## config.mk

```make
export PLATFORM = sky130hd
export DESIGN_NAME = alu_seq_flat
export DESIGN_NICKNAME = d
export VERILOG_FILES = /design/src/rtl/alu_pkg.sv /design/src/rtl/alu_seq_if.sv /design/src/rtl/alu_slice_add.sv /design/src/rtl/alu_seq.sv /design/src/flat_wrapper.sv
export SDC_FILE = /design/constraint.sdc
export NUM_CORES = 1
export LEC_CHECK = 0
export BUFFER_PORTS_ARGS = -buffer_cell sky130_fd_sc_hd__buf_2
export CAP_MARGIN = 10
export CORE_MARGIN = 5
export CORE_UTILIZATION = 64
export DETAILED_ROUTE_END_ITERATION = 10
export PLACE_DENSITY_LB_ADDON = 0.12
export SLEW_MARGIN = 10
export SYNTH_ARGS = -nofsm -noshare
export SYNTH_HDL_FRONTEND = slang
export SYNTH_SLANG_ARGS = --single-unit
```

## constraint.sdc

```tcl
create_clock -name clk -period 4.65 [get_ports clk]
set_input_delay 0.465 -clock clk [delete_from_list [all_inputs] [get_ports clk]]
set_output_delay 0.465 -clock clk [all_outputs]
set_load 0.05 [all_outputs]
```

## src/rtl/alu_pkg.sv

```systemverilog
// Shared encodings for the sequential SM83-style ALU: opcode groups, flag masks, FSM states.
package alu_pkg;

   typedef enum logic [2:0] {
      OP_ADD = 3'd0, OP_ADC = 3'd1, OP_SUB = 3'd2, OP_SBC = 3'd3,
      OP_AND = 3'd4, OP_XOR = 3'd5, OP_OR  = 3'd6, OP_CP  = 3'd7
   } base_op_t;

   typedef enum logic [2:0] {
      EX_RLC = 3'd0, EX_RRC = 3'd1, EX_RL   = 3'd2, EX_RR  = 3'd3,
      EX_SLA = 3'd4, EX_SRA = 3'd5, EX_SWAP = 3'd6, EX_SRL = 3'd7
   } ext_op_t;

   typedef enum logic [1:0] {MS_DAA = 2'd0, MS_CPL = 2'd1, MS_SCF = 2'd2, MS_CCF = 2'd3} misc_op_t;
   typedef enum logic [1:0] {BO_NONE = 2'd0, BO_BIT = 2'd1, BO_RES = 2'd2, BO_SET = 2'd3} bit_op_t;

   localparam logic [3:0] F_ZERO  = 4'b1000;
   localparam logic [3:0] F_SUB   = 4'b0100;
   localparam logic [3:0] F_HALF  = 4'b0010;
   localparam logic [3:0] F_CARRY = 4'b0001;

   typedef enum logic [1:0] {S_IDLE = 2'd0, S_EXEC = 2'd1, S_DONE = 2'd2} state_t;

   function automatic logic is_arith(input logic ext, input logic misc, input logic [2:0] op);
      return !ext && !misc && (op inside {OP_ADD, OP_ADC, OP_SUB, OP_SBC, OP_CP});
   endfunction

   function automatic logic [3:0] mk_flags(input logic z, input logic n, input logic h, input logic c);
      return (z ? F_ZERO : 4'b0) | (n ? F_SUB : 4'b0) | (h ? F_HALF : 4'b0) | (c ? F_CARRY : 4'b0);
   endfunction

endpackage

```

## src/rtl/alu_seq_if.sv

```systemverilog
// Request/response bundle between the micro-sequencer (master) and alu_seq (slave).
interface alu_seq_if;
   import alu_pkg::*;

   // A transfer happens on a clock edge where valid && ready; the sender holds
   // valid and its payload stable until then, and ready may depend only on state.
   logic        in_valid;
   logic        in_ready;
   logic [2:0]  op;
   logic [2:0]  bit_sel;
   logic        ext;
   logic        misc;
   logic        size;
   logic [15:0] a_data;
   logic [15:0] b_data;
   logic [3:0]  flags_in;
   logic        out_valid;
   logic        out_ready;
   logic [15:0] res;
   logic [3:0]  flags;
   logic        busy;
   state_t      dbg_state;

   modport master (
      output in_valid, op, bit_sel, ext, misc, size, a_data, b_data, flags_in, out_ready,
      input  in_ready, out_valid, res, flags, busy, dbg_state
   );

   modport slave (
      input  in_valid, op, bit_sel, ext, misc, size, a_data, b_data, flags_in, out_ready,
      output in_ready, out_valid, res, flags, busy, dbg_state
   );

endinterface

```

## src/rtl/alu_slice_add.sv

```systemverilog
// One SLICE_W-bit add/subtract step with carry/borrow chaining and a bit-3 carry tap.
module alu_slice_add #(
   parameter int SLICE_W = 4
) (
   input  logic [SLICE_W-1:0] a,
   input  logic [SLICE_W-1:0] b,
   input  logic               sub,
   input  logic               cin,
   output logic [SLICE_W-1:0] sum,
   output logic               cout,
   output logic               c3
);
   logic [SLICE_W:0] full;
   logic [4:0]       low;

   // In subtract mode cin/cout are borrows; the wrapped top bit is the borrow out.
   always_comb begin
      if (sub) begin
         full = {1'b0, a} - {1'b0, b} - {{SLICE_W{1'b0}}, cin};
         low  = {1'b0, a[3:0]} - {1'b0, b[3:0]} - {4'b0000, cin};
      end else begin
         full = {1'b0, a} + {1'b0, b} + {{SLICE_W{1'b0}}, cin};
         low  = {1'b0, a[3:0]} + {1'b0, b[3:0]} + {4'b0000, cin};
      end
   end

   assign sum  = full[SLICE_W-1:0];
   assign cout = full[SLICE_W];
   assign c3   = low[4];

endmodule

```

## src/rtl/alu_seq.sv

```systemverilog
// Handshaked multi-cycle SM83 ALU: slice-serial carry-chain ops, single-cycle logic/shift/bit ops.
module alu_seq
   import alu_pkg::*;
#(
   parameter int SLICE_W  = 4,
   parameter bit ALLOW_16 = 1'b1
) (
   input logic      clk,
   input logic      rst,
   alu_seq_if.slave bus
);
   localparam int N8  = 8 / SLICE_W;
   localparam int N16 = 16 / SLICE_W;

   state_t             state;
   logic [15:0]        a_r, b_r, acc, res_r, next_acc, arith_res;
   logic [2:0]         op_r, bit_sel_r;
   logic               ext_r, misc_r, wide_r, arith_r, carry_r, h_r, out_valid_r;
   logic [3:0]         flags_r, flags_o, arith_flags, l_flags;
   logic [1:0]         idx, last_idx, h_idx;
   logic [SLICE_W-1:0] sl_a, sl_b, sl_sum;
   logic               sl_cout, sl_c3, sub_op, c_in, n_in, h_in, h_now, sh_c, daa_c;
   logic [7:0]         a8, b8, l_res, daa_corr;

   assign bus.in_ready  = (state == S_IDLE);
   assign bus.busy      = (state != S_IDLE);
   assign bus.dbg_state = state;
   assign bus.out_valid = out_valid_r;
   assign bus.res       = res_r;
   assign bus.flags     = flags_o;

   assign sub_op   = op_r inside {OP_SUB, OP_SBC, OP_CP};
   assign c_in     = |(flags_r & F_CARRY);
   assign n_in     = |(flags_r & F_SUB);
   assign h_in     = |(flags_r & F_HALF);
   assign a8       = a_r[7:0];
   assign b8       = b_r[7:0];
   assign last_idx = wide_r ? 2'(N16 - 1) : 2'(N8 - 1);
   // Slice that contains bit 3 (8-bit) or bit 11 (16-bit) supplies H.
   assign h_idx    = wide_r ? 2'(11 / SLICE_W) : 2'(3 / SLICE_W);
   assign sl_a     = SLICE_W'(a_r >> (idx * SLICE_W));
   assign sl_b     = SLICE_W'(b_r >> (idx * SLICE_W));

   alu_slice_add #(.SLICE_W(SLICE_W)) u_slice (
      .a(sl_a), .b(sl_b), .sub(sub_op), .cin(carry_r),
      .sum(sl_sum), .cout(sl_cout), .c3(sl_c3)
   );

   always_comb begin
      next_acc = acc | (16'(sl_sum) << (idx * SLICE_W));
      h_now    = (idx == h_idx) ? sl_c3 : h_r;
      if (wide_r) begin
         arith_res   = next_acc;
         arith_flags = mk_flags(|(flags_r & F_ZERO), 1'b0, h_now, sl_cout);
      end else begin
         arith_res   = {8'h00, (op_r == OP_CP) ? a8 : next_acc[7:0]};
         arith_flags = mk_flags(next_acc[7:0] == 8'h00, sub_op, h_now, sl_cout);
      end
   end

   // Single-cycle datapath for logic, misc, CB shift and CB bit operations.
   always_comb begin
      l_res    = a8;
      l_flags  = flags_r;
      sh_c     = 1'b0;
      daa_corr = 8'h00;
      daa_c    = c_in;
      if (ext_r && misc_r) begin
         case (op_r[1:0])
            BO_BIT:  l_flags = mk_flags(~a8[bit_sel_r], 1'b0, 1'b1, c_in);
            BO_RES:  l_res[bit_sel_r] = 1'b0;
            BO_SET:  l_res[bit_sel_r] = 1'b1;
            default: l_res = a8;
         endcase
      end else if (ext_r) begin
         case (op_r)
            EX_RLC:  begin l_res = {a8[6:0], a8[7]}; sh_c = a8[7]; end
            EX_RRC:  begin l_res = {a8[0], a8[7:1]}; sh_c = a8[0]; end
            EX_RL:   begin l_res = {a8[6:0], c_in};  sh_c = a8[7]; end
            EX_RR:   begin l_res = {c_in, a8[7:1]};  sh_c = a8[0]; end
            EX_SLA:  begin l_res = {a8[6:0], 1'b0};  sh_c = a8[7]; end
            EX_SRA:  begin l_res = {a8[7], a8[7:1]}; sh_c = a8[0]; end
            EX_SWAP: begin l_res = {a8[3:0], a8[7:4]}; sh_c = 1'b0; end
            default: begin l_res = {1'b0, a8[7:1]};  sh_c = a8[0]; end
         endcase
         l_flags = mk_flags(l_res == 8'h00, 1'b0, 1'b0, sh_c);
      end else if (misc_r) begin
         case (op_r[1:0])
            MS_DAA: begin
               if (n_in) begin
                  daa_corr = (c_in ? 8'h60 : 8'h00) | (h_in ? 8'h06 : 8'h00);
                  l_res    = a8 - daa_corr;
               end else begin
                  if (c_in || a8 > 8'h99) begin
                     daa_corr = 8'h60;
                     daa_c    = 1'b1;
                  end
                  if (h_in || a8[3:0] > 4'h9) daa_corr = daa_corr | 8'h06;
                  l_res = a8 + daa_corr;
               end
               l_flags = mk_flags(l_res == 8'h00, n_in, 1'b0, daa_c);
            end
            MS_CPL: begin
               l_res   = ~a8;
               l_flags = flags_r | F_SUB | F_HALF;
            end
            MS_SCF:  l_flags = mk_flags(|(flags_r & F_ZERO), 1'b0, 1'b0, 1'b1);
            default: l_flags = mk_flags(|(flags_r & F_ZERO), 1'b0, 1'b0, ~c_in);
         endcase
      end else begin
         case (op_r)
            OP_AND:  l_res = a8 & b8;
            OP_XOR:  l_res = a8 ^ b8;
            default: l_res = a8 | b8;
         endcase
         l_flags = mk_flags(l_res == 8'h00, 1'b0, op_r == OP_AND, 1'b0);
      end
   end

   always_ff @(posedge clk or posedge rst) begin
      if (rst) begin
         state       <= S_IDLE;
         out_valid_r <= 1'b0;
         res_r       <= '0;
         flags_o     <= '0;
         a_r         <= '0;
         b_r         <= '0;
         acc         <= '0;
         op_r        <= '0;
         bit_sel_r   <= '0;
         flags_r     <= '0;
         ext_r       <= 1'b0;
         misc_r      <= 1'b0;
         wide_r      <= 1'b0;
         arith_r     <= 1'b0;
         carry_r     <= 1'b0;
         h_r         <= 1'b0;
         idx         <= '0;
      end else begin
         case (state)
            S_IDLE: if (bus.in_valid) begin
               a_r       <= bus.a_data;
               b_r       <= bus.b_data;
               op_r      <= bus.op;
               bit_sel_r <= bus.bit_sel;
               ext_r     <= bus.ext;
               misc_r    <= bus.misc;
               flags_r   <= bus.flags_in;
               wide_r    <= ALLOW_16 && bus.size && !bus.ext && !bus.misc && (bus.op == OP_ADD);
               arith_r   <= is_arith(bus.ext, bus.misc, bus.op);
               carry_r   <= is_arith(bus.ext, bus.misc, bus.op) && (bus.op inside {OP_ADC, OP_SBC})
                            && |(bus.flags_in & F_CARRY);
               acc       <= '0;
               h_r       <= 1'b0;
               idx       <= '0;
               state     <= S_EXEC;
            end
            S_EXEC: if (arith_r) begin
               acc     <= next_acc;
               carry_r <= sl_cout;
               if (idx == h_idx) h_r <= sl_c3;
               if (idx == last_idx) begin
                  res_r       <= arith_res;
                  flags_o     <= arith_flags;
                  out_valid_r <= 1'b1;
                  state       <= S_DONE;
               end else begin
                  idx <= idx + 2'd1;
               end
            end else begin
               res_r       <= {8'h00, l_res};
               flags_o     <= l_flags;
               out_valid_r <= 1'b1;
               state       <= S_DONE;
            end
            S_DONE: if (bus.out_ready) begin
               out_valid_r <= 1'b0;
               state       <= S_IDLE;
            end
            default: state <= S_IDLE;
         endcase
      end
   end

endmodule

```

## src/flat_wrapper.sv

```systemverilog
// flat-port wrapper written by rule: the top's interface ports become plain ports
module alu_seq_flat import alu_pkg::*;
#(
   parameter int SLICE_W  = 4,
   parameter bit ALLOW_16 = 1'b1
)
  (clk, rst, bus_in_valid, bus_op, bus_bit_sel, bus_ext, bus_misc, bus_size, bus_a_data, bus_b_data, bus_flags_in, bus_out_ready, bus_in_ready, bus_out_valid, bus_res, bus_flags, bus_busy, bus_dbg_state);
  alu_seq_if bus_i ();
  input logic clk;
  input logic rst;
  input wire logic [$bits(bus_i.in_valid)-1:0] bus_in_valid;
  input wire logic [$bits(bus_i.op)-1:0] bus_op;
  input wire logic [$bits(bus_i.bit_sel)-1:0] bus_bit_sel;
  input wire logic [$bits(bus_i.ext)-1:0] bus_ext;
  input wire logic [$bits(bus_i.misc)-1:0] bus_misc;
  input wire logic [$bits(bus_i.size)-1:0] bus_size;
  input wire logic [$bits(bus_i.a_data)-1:0] bus_a_data;
  input wire logic [$bits(bus_i.b_data)-1:0] bus_b_data;
  input wire logic [$bits(bus_i.flags_in)-1:0] bus_flags_in;
  input wire logic [$bits(bus_i.out_ready)-1:0] bus_out_ready;
  output wire logic [$bits(bus_i.in_ready)-1:0] bus_in_ready;
  output wire logic [$bits(bus_i.out_valid)-1:0] bus_out_valid;
  output wire logic [$bits(bus_i.res)-1:0] bus_res;
  output wire logic [$bits(bus_i.flags)-1:0] bus_flags;
  output wire logic [$bits(bus_i.busy)-1:0] bus_busy;
  output wire logic [$bits(bus_i.dbg_state)-1:0] bus_dbg_state;
  assign bus_i.in_valid = bus_in_valid;
  assign bus_i.op = bus_op;
  assign bus_i.bit_sel = bus_bit_sel;
  assign bus_i.ext = bus_ext;
  assign bus_i.misc = bus_misc;
  assign bus_i.size = bus_size;
  assign bus_i.a_data = bus_a_data;
  assign bus_i.b_data = bus_b_data;
  assign bus_i.flags_in = bus_flags_in;
  assign bus_i.out_ready = bus_out_ready;
  assign bus_in_ready = bus_i.in_ready;
  assign bus_out_valid = bus_i.out_valid;
  assign bus_res = bus_i.res;
  assign bus_flags = bus_i.flags;
  assign bus_busy = bus_i.busy;
  assign bus_dbg_state = bus_i.dbg_state;
  alu_seq #(.SLICE_W(SLICE_W), .ALLOW_16(ALLOW_16)) u_core (.clk(clk), .rst(rst), .bus(bus_i));
endmodule
```

Word level (Yosys, flattened, before mapping)
Cells that the tools add are included.
Operators by class
  $add $sub $neg: 7
  magnitude comparators: 4
  equality and inequality tests: 24
  shifts and indexed selects: 3
  muxes and demuxes: 92
  bitwise logic cells: 20
  reductions and logical operators: 34
Operator list (number)
  8-bit two-way mux: 19
  16-bit two-way mux: 5
  8-bit one-hot mux with 7 select lines: 1
  4-bit two-way mux: 13
  8-bit one-hot mux with 2 select lines: 3
  4-bit OR: 10
  8-bit zero test: 4
  16-bit one-hot mux with 2 select lines: 1
  16-bit by 4-bit right shift with 4-bit output: 2
  8-bit OR: 3
  1-bit two-way mux: 23
  2-bit two-way mux: 11
  8-bit AND: 2
  8-bit inverter: 2
  16-bit OR: 1
  4-bit by 4-bit << shifter with 16-bit output: 1
  3-bit == test, second input constant: 5
  7-bit two-way mux: 2
  3-bit by 2-bit == test with 1-bit output, second input constant: 4
  3-bit two-way mux: 4
  4-bit one-hot mux with 3 select lines: 1
  1-bit logical AND: 9
  3-bit AND reduction: 3
  8-bit adder: 1
  other kinds (35): 54
Storage, ports and cells
  register bits: 89
  bits of input ports: 49
  output and inout port bits: 25
  logic and storage cells: 201

Longest topological paths before layout
Gate-level depths: netlist of the first run.
  depth after elaboration: 24
  depth in mapped cells: 16
  gate-level depth less buffers: 15

Modules after synthesis
A second synthesis of the first run with hierarchy kept.
Unflattened totals
  cell total of the unflattened synthesis: 733
  area, all modules: 6283.5 um^2
By module, submodules not included
  alu_seq: instances 1, cells each 691, area an instance 5929.4 um^2
  alu_slice_add: instances 1, cells each 42, area an instance 354.1 um^2

Least setup slack after synthesis of the first run
Ideal clock, no wire load.
  path kind: reg-to-reg
  start point: register u_core.idx[0]
  end point: register u_core.res_r[1], in the netlist u_core.bus.res[1]
  arrival: 3032 ps
  path slack: 1541 ps
  stages on the path, launching flop included: 12
  clock period less this slack: 3109 ps
  path through: dfrtp_1 -> buf_6 -> clkbuf_1 -> mux4_2 -> fa_1 -> fa_1 -> inv_1 -> mux2i_1 -> a211o_1 -> o211ai_1 -> o21a_1 -> o21ai_1
On the way
  longest elaborated chain between the ends: 10
RTL lines
  from (decl): RTL line alu_seq.sv:20  | logic [1:0] idx, last_idx, h_idx;
  from (signal assigned): RTL line alu_seq.sv:168  | idx <= idx + 2'd1;
  16-bit by 4-bit right shift with 4-bit output, on equally long branches: RTL line alu_seq.sv:41, alu_seq.sv:42
  4-bit by 4-bit adder with 5-bit output / 4-bit by 4-bit subtractor with 5-bit output (equally long branches): RTL line alu_slice_add.sv:22, alu_slice_add.sv:19
  5-bit by 1-bit adder with 5-bit output / 5-bit by 1-bit subtractor with 5-bit output (equally long branches): RTL line alu_slice_add.sv:22, alu_slice_add.sv:19
  5-bit two-way mux: RTL line alu_slice_add.sv:18  | if (sub) begin
  4-bit by 4-bit << shifter with 16-bit output: RTL line alu_seq.sv:50  | next_acc = acc | (16'(sl_sum) << (idx * SLICE_W));
  16-bit OR: RTL line alu_seq.sv:50
  8-bit two-way mux: RTL line alu_seq.sv:56  | arith_res = {8'h00, (op_r == OP_CP) ? a8 : next_acc[7:0]};
  16-bit two-way mux: RTL line alu_seq.sv:52  | if (wide_r) begin
  16-bit two-way mux: RTL line alu_seq.sv:162  | if (idx == last_idx) begin
  16-bit two-way mux: RTL line alu_seq.sv:158  | S_EXEC: if (arith_r) begin
  to (signal assigned): RTL line alu_seq.sv:163  | res_r <= arith_res;
  to (signal assigned): RTL line alu_seq.sv:171  | res_r <= {8'h00, l_res};
  to (decl): RTL line alu_seq.sv:16  | logic [15:0] a_r, b_r, acc, res_r, next_acc, arith_res;
Parallel ways exist; a longest one is shown, timed or not. The select of a mux whose other input is x is not followed.
A chain may end at the register's enable or synchronous reset.

Worst setup path in the final report of the first run
  start point: register u_core.idx[1]
  end point: register u_core.flags_o[1], in the netlist u_core.bus.flags[1]
On the way
  longest elaborated chain between the ends: 11
RTL lines
  16-bit by 4-bit right shift with 4-bit output, on equally long branches: RTL line alu_seq.sv:41, alu_seq.sv:42
  4-bit by 4-bit adder with 5-bit output / 4-bit by 4-bit subtractor with 5-bit output (equally long branches): RTL line alu_slice_add.sv:23, alu_slice_add.sv:20
  5-bit by 1-bit adder with 5-bit output / 5-bit by 1-bit subtractor with 5-bit output (equally long branches): RTL line alu_slice_add.sv:23, alu_slice_add.sv:20
  5-bit two-way mux: RTL line alu_slice_add.sv:18
  1-bit two-way mux
  2-bit two-way mux: RTL line alu_pkg.sv:29  | return (z ? F_ZERO : 4'b0) | (n ? F_SUB : 4'b0) | (h ? F_HALF : 4'b0) | (c ? F_CARRY : 4'b0);
  4-bit OR / 4-bit by 2-bit OR with 4-bit output (equally long branches): RTL line alu_pkg.sv:29
  4-bit OR: RTL line alu_pkg.sv:29
  4-bit two-way mux: RTL line alu_seq.sv:52
  4-bit two-way mux: RTL line alu_seq.sv:162
  4-bit two-way mux: RTL line alu_seq.sv:158
  to (signal assigned): RTL line alu_seq.sv:164  | flags_o <= arith_flags;
  to (signal assigned): RTL line alu_seq.sv:172  | flags_o <= l_flags;
  to (decl): RTL line alu_seq.sv:19  | logic [3:0] flags_r, flags_o, arith_flags, l_flags;
Parallel ways exist; a longest one is shown, timed or not. The select of a mux whose other input is x is not followed.

==> flow_summary.ini, run 1 <==
[drt]
final_antenna_net_count = 0
first_pass_iters = 7
routed_wl_um = 17170
wl_met2_um = 7901
via_count = 5285
m1WireLength_um = 6941
viasPerCell = 6.383
routedWlPerCell_um = 20.74
drt_iter0_drc = 534
route.detailed.drc = 0
dr_wl_met3_um = 1820
topRoutingLayerUsed = met4

[synth]
synth.area.top_cells = dfrtp_1 36%, mux2_2 8.1%, ha_1 7.1%, mux2i_1 4.9%, a21oi_1 4.5%
syn_nets = 734
yosysWarnings = 0
syn_inst = 646
yosysUniqueCellTypes = 74
synth_top_area_cell = dfrtp_1
yosysSeqAreaShare_pct = 36.20
synthFlopType = dfrtp_1
yosys.area.top_type_share_pct = 36.20
syn_area_um2 = 6152
yosysMostFrequentCell = dfrtp_1
synth-edff-count = 0
syn-mean-instance-area_um2 = 9.523
synth_common_cells = 89 x dfrtp_1, 55 x a21oi_1, 48 x nand2_1
ys_ff_latch = 89
async_reset_ff_share_pct = 100.0

[setup_path]
end_kind = flop
critPathMaxStageDelay_ns = 0.85
worstSetupPathType = flop to flop
startpoint_type = flop
cp_data_required_time_ns = 4.97
cp_max_fo = 17
crit_arrival_ns = 4.06
cp_cell_sequence = mux4_2 > fa_1 > fa_1 > nand2b_1 > a21oi_1 > xnor2_1 > mux2i_1 > mux2i_1 > a211oi_1 > a21o_1
critPathSlowestCell = dfrtp_1

[clock_tree]
hold_buffers = 0
clk_latency_ns = 0.37
path_clk_slew_ns = 0.11
cts.sink_count = 89
cts_resized = 0
post-cts-setup-buffer-count = 0
cts_root_buf = clkbuf_8
numCtsBuffers = 9
htree_levels = 3
clock_tree.buffer_depth = 2
cts_tree = built

[grt]
overflow = 0
grt_antenna_before_repair = 0
grt_pass1_wl_um = 28170
grt_start_max_net_pins = 47
grt_pass1_vias = 5279
grt_usage_pct = 30.90

[floorplanning]
rows = 35
ios = 74
core-area_um2 = 9328
die_y_um = 108.0
die_area_um2 = 11670
initial_utilization_pct = 65.96
die_w_um = 108.0

[placed_design]
gp_congestion = 0.9911
dp_cells = 812
io_buffers = 73
place_area_um2 = 6551
hpwl_um = 12430

[final_layout]
diodes = 0
fin_area_um2 = 6745
nets = 782
syn2layout_area_growth_pct = 9.640
fin_cells = 828
drive_above_1_share_pct = 24.32

[timing]
finalMaxSlewViolations = 0
tightestPinTransition_ns = 1.100
tns_ns = 0
period_needed_ns = 3.739
setup_violations = 0
finalHoldViolations = 0
clock_skew_ns = 0.01719
fin_crit_sh_pct = 80.41
slew_headroom_pct = 26.67
rsz0062_at_grt = false
fmax_mhz = 267.4

[job]
maxCapViolCount = 0

[hold_path]
worstHoldPathType = primary input to async pin

[outcome]
status = complete, no violations
==> state kept, by name (all words and copies together), names as in the netlist, 2 cells and up <==
signal                flops
u_core.acc               16
u_core.flags_r            4
u_core.bus.flags          4
u_core.idx                2
u_core.b_r               16
u_core.bus.dbg_state      2
u_core.op_r               3
u_core.bit_sel_r          3
u_core.a_r               16
u_core.bus.res           16
==> cells by family (layout without fill, tap and decap cells) <==
family | Yosys count | in the layout | synth area share [%]
and+or+nand+nor | 157 | 157 | 12.37
muxes | 87 | 87 | 17.37
DFF | 89 | 89 | 36.20
xor gates and xnor gates | 9 | 9 | 1.281
adders and majority gates | 39 | 39 | 8.420
buffers and inverters | 89 | 142 | 5.979
AOI/OAI and AO/OA | 176 | 176 | 18.39
==> layout by cell type, fill, tap and decap left out, types with 13 or more instances in the layout <==
cell       n
dfrtp_1   89
buf_2     73
a21oi_1   55
nand2_1   47
nor2_1    46
mux2_2    44
inv_1     38
ha_1      35
mux2i_1   30
o21ai_0   20
o21ai_1   18
a211oi_1  14
nor3_1    13
==> worst max-delay path: cells and delay by family, from the launching register on <==
kind / cells / cell delay (ns)
xor gates and xnor gates: 1 / 0.10
adders and majority gates: 2 / 0.89
AOI/OAI and AO/OA: 3 / 0.60
and+or+nand+nor: 1 / 0.17
muxes: 3 / 1.07
DFF: 1 / 0.85
==> per-stage QoR <==
stage	setup slack, ns	utilization (%)	hold slack [ns]
floorplan	1.541	-	0.4549
global placement	1.132	70.23	0.4613
detailed placement	0.9932	70.23	0.4701
CTS	0.9130	72.31	0.1996
global route	0.7318	72.31	0.2431
finish	0.9108	72.31	0.1788
==> routing by layer <==
metal | vias up | track usage [%]
met5 | - | 0
met3 | 51 | 8.657
met4 | 0 | 11.18
met1 | 2498 | 41.74
li1 | 2435 | -
met2 | 301 | 47.82
==> path summary, 6_finish.rpt <==
| path | startpoint | end | slack, ns | cells after the start |
|---|---|---|---|---|
| max in group asynchronous | rst | u_core.bus.res[6] | 3.40 | 3 |
| min in group clk | bus_b_data[13] | u_core.b_r[13] | 0.31 | 2 |
| hold / removal | rst | u_core.a_r[9] | 0.18 | 2 |
| hold reg to reg | u_core.bus.flags[2] | u_core.bus.flags[2] | 0.49 | 2 |
| setup reg to reg | u_core.idx[1] | u_core.bus.flags[1] | 0.91 | 10 |
| setup / recovery | u_core.idx[1] | u_core.bus.flags[1] | 0.91 | 10 |
==> cell type report <==
| type | instances | area (um^2) |
|---|---|---|
| multi-input combinational | 468 | 3560 |
| fill | 693 | 2582 |
| sequential | 89 | 2227 |
| timing repair buffer | 83 | 440.4 |
| inverter | 43 | 162.7 |
| tap | 129 | 161.4 |
| clock buffer | 9 | 123.9 |
| clock inverter | 7 | 70.07 |
Power of run 1 is not shown: default switching activity piles up to over one toggle a cycle in this logic, so the estimate is an artifact.
==> run 2, diff against run 1 <==
- ABC_AREA: not set -> 1
- CORE_UTILIZATION: 64 -> 60
- clock period: 4.65 -> 3.5 ns (I/O delays scaled with it)
==> run 2 against run 1 <==
First-iteration DRC count shrank 6.2%. Synthesized cell count grew 44%. Count of clock-buffer cells in the layout is the same. Fmax grew 17%. Final area grew 4.5%. Critical endpoint unchanged. Sequential share of layout area shrank 1.4 points. Area after synthesis grew 3.0%.
==> flow_summary.ini, run 2 <==
[drt]
routedWlPerCell_um = 16.49
final_antenna_net_count = 0
first_pass_iters = 8
drt_iter0_drc = 501
viasPerCell = 5.716
via_count = 6470
route.detailed.drc = 0
routed_wl_um = 18660

[placed_design]
place_area_um2 = 6850
hpwl_um = 13700
io_buffers = 73
gp_congestion = 0.9618

[synth]
ys_ff_latch = 89
yosysUniqueCellTypes = 41
yosysWarnings = 0
yosysSeqAreaShare_pct = 35.14
synth-edff-count = 0
synth_common_cells = 289 x nand2_1, 104 x inv_1, 89 x dfrtp_1
yosysMostFrequentCell = nand2_1
synth_top_area_cell = dfrtp_1
syn_inst = 929
async_reset_ff_share_pct = 100.0
syn-mean-instance-area_um2 = 6.823
synth.area.top_cells = dfrtp_1 35%, nand2_1 17%, ha_1 6.9%, inv_1 6.2%, o21ai_0 6.0%
syn_area_um2 = 6339
syn_nets = 1017
synthFlopType = dfrtp_1
yosys.area.top_type_share_pct = 35.14

[floorplanning]
initial_utilization_pct = 61.40
core-area_um2 = 10320
rows = 37
die_w_um = 112.8
die_y_um = 112.8
ios = 74
die_area_um2 = 12720

[hold_path]
worstHoldPathType = primary input to async pin

[clock_tree]
clock_tree.buffer_depth = 2
numCtsBuffers = 9
post-cts-setup-buffer-count = 0
cts_tree = built
path_clk_slew_ns = 0.11
htree_levels = 3
cts_resized = 0
cts_root_buf = clkbuf_8
clk_latency_ns = 0.38
hold_buffers = 0
cts.sink_count = 89

[timing]
tns_ns = 0
finalHoldViolations = 0
finalMaxSlewViolations = 0
tightestPinTransition_ns = 0.6527
fmax_mhz = 312.8
fin_crit_sh_pct = 91.33
slew_headroom_pct = 56.48
clock_skew_ns = 0.01908
period_needed_ns = 3.197
rsz0062_at_grt = false
setup_violations = 0

[setup_path]
cp_max_fo = 16
crit_arrival_ns = 3.48
cp_data_required_time_ns = 3.78
reg2reg_depth = 18
worstSetupPathType = flop to flop
startpoint_type = flop
end_kind = flop

[final_layout]
layout.area.seq_um2 = 2227
layout_commonest_cell = nand2_1
diodes = 0
multi_input_area_um2 = 3503
syn2layout_area_growth_pct = 11.21
fillCellCount = 941
final_cell_mix = 289 x nand2_1, 102 x inv_1, 89 x dfrtp_1, 79 x nor2_1, 75 x o21ai_0
nets = 1080
drive_above_1_share_pct = 13.25
fin_area_um2 = 7049

[job]
maxCapViolCount = 0

[grt]
grt_usage_pct = 29.74
grt_pass1_vias = 6098
grt_antenna_before_repair = 0
overflow = 0
grt_pass1_wl_um = 30480
grt_start_max_net_pins = 90

[outcome]
status = complete, no violations
-- run 2: layer usage --
metal / global-route usage [%] / share of wire [%]
met2: 45.50 / 43
met1: 41.85 / 44
met5: 0 / 0
met4: 11.14 / 3.9
met3: 5.936 / 8.9
-- run 2: worst max-delay path, cell delays in order (launching register included) --
cell and delay [ns]:
dfrtp_1 0.40, buf_4 0.19, nor2_1 0.12, inv_1 0.04, a32oi_1 0.28, inv_1 0.11, fa_1 0.48, fa_1 0.42
o21a_1 0.20, nor2_1 0.11, xnor2_1 0.14, nand2_1 0.07, and2_1 0.13, inv_1 0.08, nand2_1 0.05, o21ai_0 0.09
nand2_1 0.07, nand3_1 0.08, nand2_1 0.05
-- run 2: layout make-up --
class,count,area share [%]
Inverter,116,6.195
Tap cell,136,2.414
Clock buffer,9,1.757
Sequential cell,89,31.59
Timing Repair Buffer,91,7.277
Multi-Input combinational cell,685,49.70
Clock inverter,6,1.065
-- run 2: path summary, 6_finish.rpt --
| path | slack [ns] | to | from |
|---|---|---|---|
| max reg2reg | 0.30 | u_core.bus.flags[1] | u_core.idx[0] |
| min in group clk | 0.15 | u_core.a_r[13] | bus_a_data[13] |
| min reg2reg | 0.49 | u_core.a_r[9] | u_core.a_r[9] |
| max in group asynchronous | 3.09 | u_core.a_r[6] | rst |
| min | 0.05 | u_core.bus.res[15] | rst |
| max | 0.30 | u_core.bus.flags[1] | u_core.idx[0] |
-- run 2: cells by family (layout without fill, tap and decap cells) --
logic type / count (synthesis) / count (layout) / share of synthesized area (%)
buffers and inverters: 155 / 222 / 9.593
adders and majority gates: 39 / 39 / 8.172
and+or+nand+nor: 447 / 447 / 28.84
DFF: 89 / 89 / 35.14
AOI/OAI and AO/OA: 193 / 193 / 17.43
xor gates and xnor gates: 6 / 6 / 0.8291
-- run 2: stage by stage --
stage               hold slack, ns  util (%)  instances  setup WS [ns]
CTS                        0.07233     68.28       1132         0.3152
finish                     0.05211     68.28       1132         0.3033
detailed placement          0.4680     66.36       1117         0.3137
floorplan                   0.4479         -        929         0.3637
global placement            0.4634     66.36       1117         0.3835
global route                0.1039     68.28       1132        0.01682
Power of run 2 is left out for the same reason.
==> run 3, diff against run 2 <==
- PLACE_DENSITY_LB_ADDON: 0.12 -> 0.1
==> run 3 against run 2 <==
Via count down 1.8%. Core utilization about the same. Critical path depth down 1. Sequential cell count unchanged. Non-clock buffer count up 2. Critical path type unchanged. Die area unchanged. Sequential share of layout area about the same. Final cell count up 0.27%. Worst setup slack better by 0.020 ns. Global-route usage down 0.12 points.
==> flow_summary.ini, run 3 (same netlist as run 2, synthesis figures left out) <==
[final_layout]
diodes = 0
fillCellCount = 955
syn2layout_area_growth_pct = 11.25
nets = 1082
final_cell_mix = 289 x nand2_1, 101 x inv_1, 88 x dfrtp_1, 79 x nor2_1, 76 x o21ai_0
layout.area.seq_um2 = 2228
drive_above_1_share_pct = 13.71
multi_input_area_um2 = 3503
layout_commonest_cell = nand2_1

[setup_path]
startpoint_type = flop
reg2reg_depth = 17
crit_arrival_ns = 3.43
reg2reg_setup_slack_ns = 0.32
crit_path_end = u_core.bus.flags[1]
end_kind = flop
cp_max_fo = 8
r2r-start = u_core.a_r[4]
cp-startpoint = u_core.a_r[4]
worstSetupPathType = flop to flop
cp_data_required_time_ns = 3.76
rr_endpoint = u_core.bus.flags[1]

[drt]
via_count = 6353
final_antenna_net_count = 0
route.detailed.drc = 0
first_pass_iters = 5
viasPerCell = 5.597
routedWlPerCell_um = 16.22
drt_iter0_drc = 567
routed_wl_um = 18410

[floorplanning]
die_y_um = 112.8
die_w_um = 112.8
initial_utilization_pct = 61.40
rows = 37
die_area_um2 = 12720
core-area_um2 = 10320
ios = 74

[job]
maxCapViolCount = 0

[clock_tree]
path_clk_slew_ns = 0.11
cts_tree = built
post-cts-setup-buffer-count = 0
hold_buffers = 0
clock_tree.buffer_depth = 2
htree_levels = 3
clk_latency_ns = 0.36
numCtsBuffers = 9
cts_root_buf = clkbuf_8
cts.sink_count = 89
cts_resized = 0

[grt]
grt_pass1_wl_um = 30470
grt_start_max_net_pins = 66
overflow = 0
grt_usage_pct = 29.62
grt_antenna_before_repair = 0
grt_pass1_vias = 5967

[timing]
rsz0062_at_grt = false
finalHoldViolations = 0
period_needed_ns = 3.176
fin_crit_sh_pct = 90.75
fmax_mhz = 314.8
setup_violations = 0
clock_skew_ns = 0.01884
tns_ns = 0
slew_headroom_pct = 36.03
tightestPinTransition_ns = 0.9584
finalMaxSlewViolations = 0

[hold_path]
worstHoldPathType = primary input to async pin

[placed_design]
hpwl_um = 13730
gp_congestion = 0.9634
io_buffers = 73

[outcome]
status = complete, no violations
-- run 3: metal layers --
metal	GRT usage, %	vias to the layer above	share of wire (%)
met1	42.20	2901	44
met2	45.58	272	44
met4	9.135	0	2.8
li1	-	3136	-
met5	0	-	0
met3	6.096	44	9.3
-- run 3: through the flow --
step / instance area (um^2) / hold slack [ns] / setup WS (ns) / util, % / std cells
floorplan: 6339 / 0.4479 / 0.3637 / - / 929
global placement: 6853 / 0.4648 / 0.3939 / 66.38 / 1119
detailed placement: 6853 / 0.4601 / 0.3183 / 66.38 / 1119
CTS: 7051 / 0.1662 / 0.3069 / 68.29 / 1135
global route: 7052 / 0.1625 / 0.03853 / 68.31 / 1135
finish: 7052 / 0.1652 / 0.3237 / 68.31 / 1135
-- run 3: critical path: stages, from the launching register on --
cell	delay, ns
dfrtp_2	0.51
inv_1	0.28
o21ai_0	0.12
a21oi_1	0.13
a21oi_1	0.10
fa_1	0.45
fa_1	0.42
o21a_1	0.20
nor2_1	0.12
xnor2_1	0.13
nand2_1	0.06
and2_1	0.13
inv_1	0.08
nand2_1	0.05
o21ai_0	0.09
nand2_1	0.07
nand3_1	0.08
nand2_1	0.05
-- run 3: worst min-delay path by stage --
stage	startpoint	to	slack, ns	cells after the start
finish	rst	u_core.b_r[0]	0.17	2
global route	bus_b_data[11]	u_core.b_r[11]	0.16	3
CTS	bus_b_data[11]	u_core.b_r[11]	0.17	3
detailed placement	u_core.bus.res[6]	u_core.bus.res[6]	0.46	2
global placement	u_core.bus.res[12]	u_core.bus.res[12]	0.46	2
floorplan	u_core.h_r	u_core.h_r	0.45	2
-- run 3: layout make-up --
class	instances	share of cell area [%]
well taps	136	2.413
flip-flops and latches	89	31.60
clock inverters	5	0.6565
clock buffers	11	2.147
multi-input cells	685	49.68
repair buffers	93	7.310
inverters	116	6.192
Power of run 3 is left out for the same reason.
